### src/rtl/pwm_pkg.sv
`default_nettype none
// ============================================================================
// pwm_pkg: constants, capture FSM states and duty saturation shared by PWM logic.
// Rev 1.0
// ============================================================================
package pwm_pkg;

   localparam int PWM_PERIOD = 246;
   localparam int DUTY_W     = 8;

   typedef enum logic [1:0] {
      ARM_LOW   = 2'd0,
      WAIT_RISE = 2'd1,
      HIGH      = 2'd2,
      LOW       = 2'd3
   } cap_state_e;

   function automatic logic [DUTY_W-1:0] sat_duty(input logic [31:0] ticks);
      return (ticks > 32'd255) ? {DUTY_W{1'b1}} : ticks[DUTY_W-1:0];
   endfunction

endpackage
`default_nettype wire

### src/rtl/pwm_sync_edge.sv
`default_nettype none
// ============================================================================
// pwm_sync_edge: two-flop synchronizer plus previous-level register for edge detect.
// Rev 1.0
// ============================================================================
module pwm_sync_edge (
   input  logic clk,
   input  logic reset,
   input  logic pwm_i,
   output logic level_o,
   output logic rise_o,
   output logic fall_o
);

   logic sync1_q;
   logic sync2_q;
   logic prev_q;

   always_ff @(posedge clk) begin
      if (reset) begin
         sync1_q <= 1'b0;
         sync2_q <= 1'b0;
         prev_q  <= 1'b0;
      end else begin
         sync1_q <= pwm_i;
         sync2_q <= sync1_q;
         prev_q  <= sync2_q;
      end
   end

   assign level_o = sync2_q;
   assign rise_o  = sync2_q & ~prev_q;
   assign fall_o  = ~sync2_q & prev_q;

endmodule
`default_nettype wire

### src/rtl/pwm_capture.sv
`default_nettype none
// ============================================================================
// pwm_capture: measures high time, period and saturated duty of a PWM input.
// Rev 1.0
// ============================================================================
module pwm_capture
   import pwm_pkg::*;
#(
   parameter int CNT_W   = 16,
   parameter int TIMEOUT = 1024
) (
   input  logic              clk,
   input  logic              reset,
   input  logic              pwm_in,
   output logic [CNT_W-1:0]  high_ticks,
   output logic [CNT_W-1:0]  period_ticks,
   output logic [DUTY_W-1:0] duty_out,
   output logic              sample_valid,
   output logic              stuck_high,
   output logic              stuck_low
);

   localparam logic [CNT_W-1:0] TO_VAL  = CNT_W'(TIMEOUT);
   localparam logic [CNT_W-1:0] TO_LAST = CNT_W'(TIMEOUT - 1);
   localparam logic [CNT_W-1:0] ONE     = CNT_W'(1);

   logic level;
   logic rise;
   logic fall;

   pwm_sync_edge u_sync (
      .clk     (clk),
      .reset   (reset),
      .pwm_i   (pwm_in),
      .level_o (level),
      .rise_o  (rise),
      .fall_o  (fall)
   );

   cap_state_e        state_q, state_d;
   logic [CNT_W-1:0]  hcnt_q, hcnt_d;
   logic [CNT_W-1:0]  pcnt_q, pcnt_d;
   logic [CNT_W-1:0]  high_q, high_d;
   logic [CNT_W-1:0]  period_q, period_d;
   logic [DUTY_W-1:0] duty_q, duty_d;
   logic              valid_q, valid_d;
   logic              sthi_q, sthi_d;
   logic              stlo_q, stlo_d;
   logic [1:0]        prime_q;
   logic              timeout;

   // Synchronizer flops start at 0, so its level is not trusted until it has refilled.
   always_ff @(posedge clk) begin
      if (reset) begin
         prime_q <= 2'b00;
      end else begin
         prime_q <= {prime_q[0], 1'b1};
      end
   end

   // The count would hit TIMEOUT on this cycle.
   assign timeout = (pcnt_q >= TO_LAST);

   always_ff @(posedge clk) begin
      if (reset) begin
         state_q  <= ARM_LOW;
         hcnt_q   <= '0;
         pcnt_q   <= '0;
         high_q   <= '0;
         period_q <= '0;
         duty_q   <= '0;
         valid_q  <= 1'b0;
         sthi_q   <= 1'b0;
         stlo_q   <= 1'b0;
      end else begin
         state_q  <= state_d;
         hcnt_q   <= hcnt_d;
         pcnt_q   <= pcnt_d;
         high_q   <= high_d;
         period_q <= period_d;
         duty_q   <= duty_d;
         valid_q  <= valid_d;
         sthi_q   <= sthi_d;
         stlo_q   <= stlo_d;
      end
   end

   always_comb begin
      state_d  = state_q;
      hcnt_d   = hcnt_q;
      pcnt_d   = pcnt_q;
      high_d   = high_q;
      period_d = period_q;
      duty_d   = duty_q;
      valid_d  = 1'b0;
      sthi_d   = sthi_q;
      stlo_d   = stlo_q;

      case (state_q)
         ARM_LOW: begin
            if (prime_q[1] && !level) begin
               state_d = WAIT_RISE;
            end
         end

         WAIT_RISE: begin
            if (rise) begin
               state_d = HIGH;
               hcnt_d  = ONE;
               pcnt_d  = ONE;
            end else if (timeout && level) begin
               state_d  = HIGH;
               high_d   = TO_VAL;
               period_d = TO_VAL;
               duty_d   = {DUTY_W{1'b1}};
               sthi_d   = 1'b1;
               valid_d  = 1'b1;
               hcnt_d   = '0;
               pcnt_d   = '0;
            end else if (timeout) begin
               high_d   = '0;
               period_d = TO_VAL;
               duty_d   = '0;
               stlo_d   = 1'b1;
               valid_d  = 1'b1;
               pcnt_d   = '0;
            end else begin
               pcnt_d = pcnt_q + ONE;
            end
         end

         HIGH: begin
            if (fall) begin
               state_d = LOW;
               pcnt_d  = sthi_q ? ONE : (pcnt_q + ONE);
            end else if (timeout) begin
               high_d   = TO_VAL;
               period_d = TO_VAL;
               duty_d   = {DUTY_W{1'b1}};
               sthi_d   = 1'b1;
               valid_d  = 1'b1;
               hcnt_d   = '0;
               pcnt_d   = '0;
            end else begin
               hcnt_d = hcnt_q + ONE;
               pcnt_d = pcnt_q + ONE;
            end
         end

         LOW: begin
            if (rise) begin
               state_d  = HIGH;
               high_d   = hcnt_q;
               period_d = pcnt_q;
               duty_d   = sat_duty(32'(hcnt_q));
               sthi_d   = 1'b0;
               stlo_d   = 1'b0;
               valid_d  = 1'b1;
               hcnt_d   = ONE;
               pcnt_d   = ONE;
            end else if (timeout) begin
               state_d  = WAIT_RISE;
               high_d   = '0;
               period_d = TO_VAL;
               duty_d   = '0;
               stlo_d   = 1'b1;
               valid_d  = 1'b1;
               pcnt_d   = '0;
            end else begin
               pcnt_d = pcnt_q + ONE;
            end
         end

         default: state_d = ARM_LOW;
      endcase
   end

   assign high_ticks   = high_q;
   assign period_ticks = period_q;
   assign duty_out     = duty_q;
   assign sample_valid = valid_q;
   assign stuck_high   = sthi_q;
   assign stuck_low    = stlo_q;

endmodule
`default_nettype wire

### config.mk
export PLATFORM = sky130hd
export DESIGN_NAME = pwm_capture
export DESIGN_NICKNAME = d
export VERILOG_FILES = /design/src/rtl/pwm_pkg.sv /design/src/rtl/pwm_sync_edge.sv /design/src/rtl/pwm_capture.sv
export SDC_FILE = /design/constraint.sdc
export NUM_CORES = 1
export LEC_CHECK = 0
export BUFFER_PORTS_ARGS = -buffer_cell sky130_fd_sc_hd__buf_4
export CAP_MARGIN = 20
export CORE_MARGIN = 2
export CORE_UTILIZATION = 60
export DETAILED_ROUTE_END_ITERATION = 10
export PLACE_DENSITY_LB_ADDON = 0.08
export SKIP_CTS_REPAIR_TIMING = 1
export SYNTH_ARGS = -nofsm -noshare
export SYNTH_HDL_FRONTEND = slang
export SYNTH_SLANG_ARGS = --single-unit
### constraint.sdc
create_clock -name clk -period 6 [get_ports clk]
set_clock_uncertainty 0.1 [all_clocks]
set_input_delay 1.5 -clock clk [delete_from_list [all_inputs] [get_ports clk]]
set_output_delay 1.5 -clock clk [all_outputs]
set_load 0.02 [all_outputs]
# After elaboration in Yosys (flattened, before gate mapping)
# Index checks and enable logic that the tools add are counted.
[word_totals] reg_bits=82 in_bits=3 out_inout_bits=43 elab_cells=106
[op_classes] addsub=2 n_lt_le_gt_ge=2 n_eq_ne=13 mux=59 bitwise=4 reduce_logical=12
[op_table] op="16-bit 2-to-1 mux" count=22
[op_table] op="16-bit case mux with 3 select lines" count=4
[op_table] op="8-bit 2-to-1 mux" count=7
[op_table] op="16-bit by 1-bit adder with 16-bit output, second input constant" count=2
[op_table] op="8-bit case mux with 3 select lines" count=1
[op_table] op="16-bit by 10-bit >= comparator with 1-bit output, second input constant" count=1
[op_table] op="16-bit by 8-bit > comparator with 1-bit output, second input constant" count=1
[op_table] op="2-bit inequality test, second input constant" count=8
[op_table] op="1-bit 2-to-1 mux" count=15
[op_table] op="2-bit 2-to-1 mux" count=6
[op_table] op="4-bit AND reduction" count=3
[op_table] op="2-bit case mux with 4 select lines" count=1
[op_table] op="3-bit inequality test, second input constant" count=2
[op_table] op="1-bit case mux with 3 select lines" count=2
[op_table] op="3-bit AND reduction" count=2
[op_table] op="6-bit AND reduction" count=1
[op_table] op="2-bit equality test, second input constant" count=2
[op_table] op="3-bit nonzero test" count=1
[op_table] op="1-bit bitwise AND" count=2
[op_table] op="2-bit by 1-bit equality test with 1-bit output, second input constant" count=1
[op_table] op="1-bit logical AND" count=2
[op_table] op="2-bit zero test" count=1
[op_table] op="1-bit NOT" count=2
[op_table] op="1-bit case mux with 2 select lines" count=1
[op_table] op="2 further kinds" count=2

# Logic depth before layout (Yosys ltp)
[logic_depth] word_depth=5 ltp_mapped=8 depth_no_buf=6

# Cells and area by module
# Synthesis repeated with hierarchy kept, for this count alone.
[unflattened] hier_cells=383 hier_area_um2=3542.1
[by_module_without_submodules] module="pwm_capture" instances=1 cells_per_inst=375 area_each_um2=3450.8
[by_module_without_submodules] module="pwm_sync_edge" instances=1 cells_per_inst=8 area_each_um2=91.3

# Least setup slack after synthesis
# Ideal clock, no wire load.
[synth_timing] kind="input -> register" startpoint="input port reset" endpoint="register hcnt_q[3]" setup_ps=72 arrival_ps=2911 path_slack_ps=2918 stages=8 path_buffers=3 path_cell_list="clkbuf_1 -> inv_1 -> nand4_1 -> o21ai_0 -> buf_2 -> buf_4 -> nand2_1 -> mux2i_1"
[synth_rtl] item="start, declared" line_no="pwm_capture.sv:13" text="input logic reset,"
[synth_rtl] item="end signal, assigned" line_no="pwm_capture.sv:77" text="hcnt_q <= hcnt_d;"
[synth_rtl] item="end, declared" line_no="pwm_capture.sv:41" text="logic [CNT_W-1:0] hcnt_q, hcnt_d;"

==> run metrics <==
worst endpoint required time=6.18 ns; ys async rst share=0%; M2 GR Usage=40.16%; largest family of logic cells by synthesized area=compound AO/OA/AOI/OAI gates; via count=3297; vias in the first global route=2825; Antenna diodes=0; drt first pass iters=5; Final Hold Viols=0; Simple-Gate Fraction of Synth Area=22.04%; Critical Path, Cell by Cell=buf_4 > inv_1 > nand4_1 > o21ai_1 > buf_4 > nand2_1 > mux2i_1; most common cell in the netlist=dfxtp_1; CP most frequent cell=buf_4; final instance area=4303 um^2; Synth Area in Compound Gates=22.88%; Vias/cell=6.151; Die Ht=82.61 um; Layout Area Growth over Synthesis=16.06%; Clock Pin Slew Worst Setup and Hold Paths=0.08 ns; Synth Net Count=roughly 430; RSZ-0062 raised after global routing=no; final worst hold slack=0.3402 ns; Synth Register Bits=82; Synth Instances=approximately 420; grt peak-use layer=met2; largest area contributor in the netlist=dfxtp_1; GR Layer Usage met3=4.022%; top-area cell type share of the netlist area=44.28%; CP max stage cell=inv_1; layout cells sized above 1=16.05%; Netlist cell types=between 50 and 60; LEAKAGE=1.684 nW; Clk Latency, worst-skew pair=approximately 0.35 ns; setup TNS=0 ns; Final Util=just over 70%; initial antenna violation count=0; crit path kind=input port to flip-flop; max_slew headroom=30.44%; clock sinks=82; die area=6824 um^2; Final Slew Violations=0; Buffers on Ports=45; largest net degree at the start of global routing=31; Hold Path Class=flip-flop to flip-flop; Top FF cell, synth=dfxtp_1; Initial Util=62.25%; IR drop worst, VDD=0.2268 mV; first-pass GRT wire length=13820 um; Num CTS Buffers=9; htree depth=3; minimum clock period=2.665 ns; number of remaining DRC errors=0; Tot GR Track Use=26.11%; mux contribution to synthesized area=3.240%; post-synthesis sequential area ratio=44.28%; post-route clock period utilization=44.42%; max_cap viols=0; status=completed; Power Dens Cells=249.8 nW/um^2; fraction of the mapped netlist area in adder cells=less than 1%; Core Box Area=about 6000 um^2; setup slack after layout=3.335 ns; Post-Route WL=8634 um; Setup Viol. Count Final=0; CTS tree=yes; nets@finish=461; placed cells=between 500 and 600; data arrival time of the worst path=2.84 ns; commonest cells in the netlist=82 x dfxtp_1, 47 x nor2_1, 39 x nand2_1, 30 x a22o_1, 27 x o21ai_0; Peak Freq=0.3752 GHz; initial DRC count=339; Post-synth EDFFs=0; DP Worst Slack=2.998 ns; top post-synthesis cells by area=dfxtp_1 44%, a22o_1 7.1%, nor2_1 4.8%; die width=82.61 um; CP endpoint kind=flip-flop; grt ovf=0; Max FO, Critical Path=28; Fillers=between 500 and 600; mean post-synth cell area=8.806 um^2; Tot Pwr=1.075 mW; num ports=46; # rows=28; CTS max path bufs=2; critical path launch point type=input port; synthesized cell area=between 3000 and 4000 um^2; Post-Synth XOR/XNOR Area=3.307%; post-DR wirelength/cell=between 15 and 20 um; Max stage delay on crit path=roughly 0.32 ns; gpl congestion=0.8700; worst slew pin tran=1.043 ns; Cell Area, Placed=4063 um^2; final cell count without fillers=536; clock root cell=clkbuf_8; DP Wirelength=5816 um; Ys Warns=0; Post-DRT Antenna Nets=0; met1 usage=36.62%
==> placed cells by master (no fill, tap or decap), drive strengths merged, types with 4 or more instances in the layout <==
cell type   n
a21oi      22
mux2i      12
o21ai      27
a211oi      4
and3        6
xnor2       5
inv         6
nand2b     15
clkbuf     10
a22o       30
dfxtp      82
nor2       47
xor2        9
buf        49
o32ai       8
nand2      39
nor3        7
nand3      20
nand4       9
nor2b       7
==> final cells by class <==
cell class	count	area (um^2)	area share [%]
clock buffers	10	127.6	2.966
clock inverters	6	112.6	2.617
multi-input cells	309	1941	45.10
repair buffers	49	367.9	8.549
flip-flops and latches	82	1642	38.15
inverters	5	18.77	0.4362
well taps	75	93.84	2.181
==> per-layer routing <==
layer | part of all wire, % | vias to the layer above
li1 | - | 1601
met1 | 46 | 1577
met2 | 48 | 107
met3 | 5.2 | 12
met4 | 1.1 | 0
met5 | 0 | -
==> cell families after synthesis <==
kind of cell,count (synthesis)
AOI/OAI and AO/OA,117
xor gates and xnor gates,14
adders and majority gates,2
buffers and inverters,30
DFF,82
muxes,12
and+or+nand+nor,164
==> power by group <==
group | switching (mW) | internal (mW) | total [mW]
combinational | 0.0285 | 0.0134 | 0.0419
sequential | 0.00568 | 0.547 | 0.553
clock | 0.202 | 0.278 | 0.480
==> worst max-delay path, delay by kind of cell <==
kind | cells | cell delay, ns
multiplexers | 1 | 0.15
AO/OA/AOI/OAI | 1 | 0.15
buffers and inverters | 3 | 0.80
AND/OR/NAND/NOR | 2 | 0.23
==> worst paths after layout <==
check	start	endpoint	slack, ns	cells past startpoint
worst max register to register	u_sync.level_o	high_ticks[3]	3.49	5
worst min-delay path	prime_q[0]	prime_q[1]	0.34	1
worst max-delay path	reset	hcnt_q[6]	3.33	7
worst min register to register	prime_q[0]	prime_q[1]	0.34	1
Power figures use the tool's default switching activity.
